==> src/rtl/async_tx_queue.sv <==
// Transmit queue for the source side of the toggle-based async handshake: FIFO plus a
// send/wait FSM that issues one word at a time. Optional ack watchdog: ASYNC_TX_TIMEOUT_EN.
module async_tx_queue #(
    parameter int DATA_W  = 8,
    parameter int DEPTH   = 4,
    parameter int TIMEOUT = 1024
) (
    input  logic                     clk,
    input  logic                     rst,
    input  logic [DATA_W-1:0]        in_data,
    input  logic                     in_valid,
    output logic                     in_ready,
    output logic [DATA_W-1:0]        hs_data,
    output logic                     hs_valid,
    input  logic                     hs_ready,
    output logic [$clog2(DEPTH):0]   level,
    output logic                     busy,
    input  logic                     err_clr,
    output logic                     timeout_err
);
    localparam int AW = $clog2(DEPTH);
    localparam int LW = AW + 1;

    typedef enum logic [1:0] {
        S_IDLE = 2'd0,
        S_SEND = 2'd1,
        S_WAIT = 2'd2
    } state_t;

    state_t              state, state_nxt;
    logic [DATA_W-1:0]   mem [DEPTH];
    logic [AW-1:0]       wr_ptr, rd_ptr;
    logic [LW-1:0]       level_q;
    logic                push, pop, load_head;

    // Full is taken from the registered level, so a same-cycle pop cannot admit a push.
    assign in_ready = (level_q != LW'(DEPTH));
    assign push     = in_valid && in_ready;
    assign level    = level_q;
    assign hs_valid = (state == S_SEND);
    assign busy     = (state != S_IDLE);

    always_comb begin
        state_nxt = state;
        pop       = 1'b0;
        load_head = 1'b0;
        case (state)
            S_IDLE: begin
                if (level_q != '0) begin
                    state_nxt = S_SEND;
                    load_head = 1'b1;
                end
            end
            S_SEND: state_nxt = S_WAIT;
            S_WAIT: begin
                // Head stays queued until acked; hs_ready outside WAIT is ignored.
                if (hs_ready) begin
                    pop       = 1'b1;
                    state_nxt = S_IDLE;
                end
            end
            default: state_nxt = S_IDLE;
        endcase
    end

    always_ff @(posedge clk) begin
        if (rst) begin
            state   <= S_IDLE;
            wr_ptr  <= '0;
            rd_ptr  <= '0;
            level_q <= '0;
            hs_data <= '0;
        end else begin
            state <= state_nxt;
            if (push) wr_ptr <= wr_ptr + 1'b1;
            if (pop)  rd_ptr <= rd_ptr + 1'b1;
            case ({push, pop})
                2'b10:   level_q <= level_q + 1'b1;
                2'b01:   level_q <= level_q - 1'b1;
                default: level_q <= level_q;
            endcase
            if (load_head) hs_data <= mem[rd_ptr];
        end
    end

    // Storage needs no reset; pointers and level define validity.
    always_ff @(posedge clk) begin
        if (push) mem[wr_ptr] <= in_data;
    end

`ifdef ASYNC_TX_TIMEOUT_EN
    localparam int CW = (TIMEOUT > 2) ? $clog2(TIMEOUT) : 1;

    logic [CW-1:0] wd_cnt;
    logic          wd_hit;
    logic          err_q;

    assign wd_hit      = (state == S_WAIT) && !hs_ready && (wd_cnt == CW'(TIMEOUT - 1));
    assign timeout_err = err_q;

    always_ff @(posedge clk) begin
        if (rst) begin
            wd_cnt <= '0;
            err_q  <= 1'b0;
        end else begin
            if (state == S_SEND)
                wd_cnt <= '0;
            else if (state == S_WAIT && !hs_ready && !wd_hit)
                wd_cnt <= wd_cnt + 1'b1;
            // A timeout in the same cycle as err_clr keeps the flag set.
            if (wd_hit)
                err_q <= 1'b1;
            else if (err_clr)
                err_q <= 1'b0;
        end
    end
`else
    logic unused_cfg;
    assign unused_cfg  = ^{err_clr, 32'(TIMEOUT)};
    assign timeout_err = 1'b0;
`endif

endmodule

==> config.mk <==
export PLATFORM = sky130hd
export DESIGN_NAME = async_tx_queue
export DESIGN_NICKNAME = d
export VERILOG_FILES = /design/src/rtl/async_tx_queue.sv
export SDC_FILE = /design/constraint.sdc
export NUM_CORES = 1
export LEC_CHECK = 0
export ABC_AREA = 1
export CORE_ASPECT_RATIO = 0.9
export CORE_MARGIN = 2
export CORE_UTILIZATION = 50
export CTS_BUF_LIST = sky130_fd_sc_hd__clkbuf_16
export CTS_CLUSTER_SIZE = 10
export DETAILED_ROUTE_END_ITERATION = 8
export GPL_TIMING_DRIVEN = 0
export PLACE_DENSITY = 0.84
export RECOVER_POWER = 50
export SYNTH_ARGS = -nofsm -noshare
export SYNTH_HDL_FRONTEND = slang
export SYNTH_SLANG_ARGS = --single-unit
==> constraint.sdc <==
create_clock -name clk -period 1.8 [get_ports clk]
set_input_delay 0.27 -clock clk [delete_from_list [all_inputs] [get_ports clk]]
set_output_delay 0.27 -clock clk [all_outputs]
set_load 0.005 [all_outputs]
---- Yosys cells after proc, flatten, opt, wreduce, memory -nomap -nowiden ----
Memory sizes are Yosys's and may differ from the RTL's. A register that Yosys moved wholly into a read port is not among the register bits.
Index checks and enable logic that the tools add are counted.
storage, ports and cells
  memories kept ........................... 1
  output and inout port bits .............. 15
  logic and storage cells ................. 32
  input bits .............................. 13
  flip-flop bits (word level) ............. 9
  bits in writable memories ............... 32
cells by class
  equality and inequality tests ........... 7
  reductions and logical operators ........ 6
  muxes and demuxes ....................... 10
  add/subtract/negate cells ............... 4
memory list
  name  words  bits a word  read ports  clocked after Yosys merged registers in  wr ports  RTL line  source
  mem   4      8            1           1                                        1         31        logic [DATA_W-1:0] mem [DEPTH];
operators with widths
  kind                                              count
  2-to-1 mux 1 bit                                  6
  one-hot mux 2 bit (3 select lines)                1
  one-hot mux 3 bit (2 select lines)                1
  adder 2 x 1 -> 2 bit, second input constant       2
  == test 2 x 1 -> 1 bit, second input constant     2
  == test 2 bit, second input constant              2
  2-to-1 mux 2 bit                                  2
  != test 2 bit, second input constant              2
  nonzero test 2 bit                                2
  adder 3 x 1 -> 3 bit, second input constant       1
  != test 3 bit, second input constant              1
  nonzero test 3 bit                                1
  subtractor 3 x 1 -> 3 bit, second input constant  1
  zero test 2 bit                                   1
  AND reduction 2 bit                               1
  logical AND 1 bit                                 1

---- Logic depth before layout (Yosys ltp) ----
  word-level depth ........................ 4
  gate-level depth with buffers ........... 12
  mapped depth without buffers ............ 12

---- Least setup slack after synthesis ----
Ideal clock, no wire load.
  path kind ............................... register -> register
  start point ............................. reg level_q[1] (netlist: level[1])
  end point ............................... reg level_q[2] (netlist: level[2])
  data required time ...................... 1687 ps
  arrival time ............................ 1523 ps
  buffers on the path ..................... 0
  stages on the path, launching flop included .. 13
  slack ................................... 164 ps
  setup time .............................. 113 ps
  period minus slack after synthesis ...... 1636 ps
  path through ............................ dfxtp_1 > inv_2 > nand3_2 > nand2_2 > ha_1 > inv_1 > fa_1 > inv_1 > nand2_1 > nand3_1 > nand2_1 > nand2_1 > nor2_1
between the ends
  cells in the longest elaborated chain, start to end .. 4
  elaborated cells on any way between the ends .. 8
  those cells by class .................... 2 x add/sub; 3 x eq/ne; 1 x mux; 2 x reduce/logical
RTL lines
  item                                                                      RTL line  source
  start, declared                                                           33        logic [LW-1:0] level_q;
  start signal, assigned                                                    78        2'b10: level_q <= level_q + 1'b1;
  start signal, assigned                                                    79        2'b01: level_q <= level_q - 1'b1;
  start signal, assigned                                                    80        default: level_q <= level_q;
  != test 3 bit (*)                                                         37        assign in_ready = (level_q != LW'(DEPTH));
  via in_ready                                                              12        output logic in_ready,
  logical AND 1 bit (*)                                                     38        assign push = in_valid && in_ready;
  == test 2 x 1 -> 1 bit or == test 2 bit (tied branches)                   77        case ({push, pop})
  one-hot mux 3 bit (2 select lines) or nonzero test 2 bit (tied branches)  n/a
Mark *: on every way through the listed nets, which the timed path passes. The rest lies on a longest branch.
A chain may end at the register's enable or synchronous reset.

---- Final worst setup path ----
  start point ............................. in hs_ready
  end point ............................... reg level_q[2] (netlist: level[2])
between the ends
  cells in the longest elaborated chain, start to end .. 4
  elaborated cells on any way between the ends .. 6
  those cells by class .................... 2 x eq/ne; 3 x mux; 1 x reduce/logical
RTL lines
  item                                                                      RTL line  source
  start, declared                                                           15        input logic hs_ready,
  2-to-1 mux 1 bit (*)                                                      57        if (hs_ready) begin
  2-to-1 mux 1 bit (*)                                                      47        case (state)
  via pop                                                                   34        logic push, pop, load_head;
  == test 2 x 1 -> 1 bit or == test 2 bit (tied branches)                   77
  one-hot mux 3 bit (2 select lines) or nonzero test 2 bit (tied branches)  n/a
Marks and branches as above.

==> flow_summary_export.csv <==
group,metric,value,unit
setup_path,crit_path_start_kind,"primary input",
setup_path,worstSetupEndpointType,"flop",
place,place.detailed.hpwl,2.631,mm
floorplanning,placement_rows,23,
floorplanning,starting_density_of_the_core,51.26,%
min_path,holdCritPathClass,"reg -> reg",
flow_run,drv.max_cap_violation_count,0,
clock_network,clock_tree.htree_level_count,2,
finish,finish.utilization,62.76,%
timing,timing.final.crit_period,1.674,ns
synthesis,synthesis.nets,267,
drt,route.detailed.vias_per_inst,4.548,
finish,final.fill_count,381,
floorplanning,dieHeight,67.53,um
setup_path,cp_slowest_stage_delay,0.49,ns
clock_network,cts_tree,"done",
finish,num_antenna_cells,0,
setup_path,worstRegToRegCells,12,
drt,postRouteAntennaNets,0,
drt,drt_first_iter_violations,100,
pwr,switchingPower,0.0007080,W
global_route,grt_pass1_vias,1350,
clock_network,tritoncts_buffers,5,
setup_path,worst-path-max-fanout,4,
clock_network,clock_tree.root_cell,"clkbuf_16",
global_route,first_pass_grt_wire_length,6.430,mm
setup_path,worstReg2RegStart,"level[1]",
global_route,maximum_number_of_pins_on_one_net_before_global_route_repair,17,
clock_network,cts_hold_repair_buffers,0,
synthesis,ys_types,24,
floorplanning,floorplan.core_area,0.004374,mm2
setup_path,worst_ep_arrival_time,1.86,ns
drt,wire_per_inst,11.80,um
setup_path,critPathSlowestCell,"clkdlybuf4s50_1",
timing,finalHoldViolCount,0,
synthesis,post_synth.cell_area_avg,9.041,um2
synthesis,seq_area_frac_synth,58.04,%
pwr,power_frac_clock,33.4,%
drt,detail_route.wirelength,4.094,mm
clock_network,cts_sinks,49,
setup_path,timing_worst_setup_path_type,"in -> reg",
pwr,combinational_power_share,18.1,%
global_route,grt.total_usage,18.33,%
pwr,cell_internal_pwr,0.002045,W
drt,via_total_after_detailed_routing,1578,
min_path,worst_hold_path.num_cells,4,
timing,setup-violations-final,0,
timing,grt_setup_unrepaired,"no",
global_route,antenna_found_initial,0,
clock_network,cts-root-to-sink-buffers,2,
timing,clock.fmax,597.5,MHz
timing,fin_tns_setup,0,ns
setup_path,cp_top_family,"buffers and inverters",
setup_path,critical_path_required,1.98,ns
setup_path,timing.critical_path.cells,"clkdlybuf4s50_1 > nand3_2 > inv_2 > ha_1 > inv_1 > fa_2 > inv_1 > nand2_1 > nand3_1 > nand2_1 > nand2_1 > nor2_1",
global_route,globalRouteOverflowTotal,0,
finish,nNetsFinal,303,
drt,drt-pass1-iter-count,4,
place,numPortBuffers,25,
timing,finalMaxSlewViolations,0,
min_path,hold-path-endpoint,"hs_data[6]",
synthesis,yosysWarnings,0,
setup_path,critical-path-top-cell-by-count,"nand2_1",
pwr,netSwitchingFraction,25.71,%
pwr,cellLeakagePower,1.247,nW
floorplanning,die_area,0.005037,mm2
clock_network,worst_skew_pair.late_latency,0.29,ns
min_path,hp-start,"hs_data[6]",
pwr,power_frac_seq,48.5,%
setup_path,reg2reg_setup_slack,0.13,ns
timing,headroom_to_the_max_slew_limit,43.23,%
timing,worst-slew-pin-transition,0.8484,ns
synthesis,post_synth_instance_area,0.002242,mm2
drt,drc,0,
place,globalplace.congestion,0.7118,
pwr,vdd_ir_drop_max,0.0005731,V
pwr,power.density_cell_area,1003,mW/mm2
synthesis,synth-seq-cells,49,
floorplanning,die_width,74.59,um
synthesis,synthesis.instances,248,
setup_path,regToRegEndpoint,"level[2]",
setup_path,critical_path.n_buffers_inverters,4,
timing,setup_clock_skew_after_layout,0.003783,ns
finish,syn_to_final_growth,22.43,%
floorplanning,io_pins,28,
run_status,outcome,"finished, final reports clean",
clock_network,clkTransAtPathRegs,0.06,ns
timing,period_share,92.99,%
finish,post_route_cells_drive_above_1_share,12.63,%
[metal layers]
metal	track usage [%]	share of wire (%)	up-vias
met3	6.269	5.7	6
met5	0	0	-
li1	-	-	832
met1	20.87	42	702
met4	6.027	1.4	0
met2	32.30	51	38
[Yosys cell counts]
cell,count,area (um2)
a21oi_1,6,30.03
buf_2,2,10.01
buf_4,1,7.510
buf_6,3,33.78
buf_8,1,15.01
clkinv_1,1,3.750
conb_1,1,3.750
dfxtp_1,17,340.3
edfxtp_1,32,960.9
fa_1,1,20.02
ha_1,5,62.56
inv_1,54,202.7
inv_2,2,7.510
inv_6,1,8.760
nand2_1,57,214.0
nand2_2,8,50.05
nand2_4,1,11.26
nand3_1,20,100.1
nand3_2,2,20.02
nor2_1,27,101.4
nor2_4,1,11.26
o21a_1,1,7.510
o21ai_0,3,15.01
o21ai_1,1,5.000
[repair_timing]
item,4_1_cts,5_1_grt
resized for setup,0,7
buffers inserted,0,4
setup endpoints to repair,0,7
hold endpoints to repair,0,0
[sequential cells by signal, summed over array words and instances, names as in the netlist]
name and count:
wr_ptr 2, mem 32, state 2, level 3
rd_ptr 2, hs_data 8
[power by group through the flow]
stage	Sequential (W)	Clock, W	Combinational, W
final	0.00133	0.000921	0.000498
after global routing	0.00134	0.000997	0.000565
after CTS	0.00133	0.000947	0.000496
after detailed placement	0.00136	0	0.000494
after global placement	0.00135	0	0.000483
after floorplan	0.00136	0	0.000281
[through the flow]
stage | hold WS, ns | area [um2] | setup slack, ns | std cells | power, W
floorplan | 0.3391 | 2242 | 0.1642 | 248 | 0.001639
detailed placement | 0.5081 | 2570 | -0.2761 | 335 | 0.001851
CTS | 0.5192 | 2715 | 0.01814 | 343 | 0.002776
global route | 0.5496 | 2745 | 0.005179 | 347 | 0.002905
global placement | 0.4935 | 2570 | -0.2238 | 335 | 0.001837
finish | 0.5156 | 2745 | 0.1262 | 347 | 0.002753
[layout by cell type (no fill, tap or decap), drive strengths merged]
master,Yosys,routed
a21oi,6,6
buf,7,9
clkbuf,0,7
clkdlybuf4s50,0,17
clkinv,1,2
clkinvlp,0,1
conb,1,1
dfxtp,17,17
dlygate4sd3,0,8
edfxtp,32,32
fa,1,1
ha,5,5
inv,57,58
nand2,66,66
nand3,22,22
nor2,28,28
o21a,1,1
o21ai,4,4
[worst min-delay path: cells and delay by family (launching register included)]
family	cells	cell delay, ns
buffers and inverters	1	0.05
DFF	1	0.31
and+or+nand+nor	3	0.13
[final cells by class]
class / count / area [um2] / area share, %
Buffer: 7 / 52.55 / 1.914
Clock buffer: 5 / 125.1 / 4.558
Clock inverter: 3 / 20.02 / 0.7293
Inverter: 58 / 222.7 / 8.113
Multi-Input combinational cell: 134 / 664.4 / 24.20
Sequential cell: 49 / 1303 / 47.45
Tap cell: 62 / 77.57 / 2.826
Timing Repair Buffer: 29 / 280.3 / 10.21
[worst max path at each step]
stage / from / end / slack (ns) / cells after the start
finish: hs_ready / level[2] / 0.13 / 12
global placement: hs_ready / level[2] / -0.22 / 12
global route: hs_ready / level[2] / 0.005 / 12
CTS: level[0] / level[2] / 0.02 / 11
floorplan: level[1] / level[2] / 0.16 / 12
detailed placement: hs_ready / level[2] / -0.28 / 10
[cells by family (layout without fill, tap and decap cells)]
group | after synthesis | count (layout) | synth area share (%)
other | 1 | 1 | 0.1673
buffers and inverters | 65 | 102 | 12.89
AND/OR/NAND/NOR | 116 | 116 | 22.66
flip-flops | 49 | 49 | 58.04
adder cells (fa/ha/maj) | 6 | 6 | 3.683
AO/OA/AOI/OAI | 11 | 11 | 2.567
No activity file was read; power rests on OpenSTA's default activity.
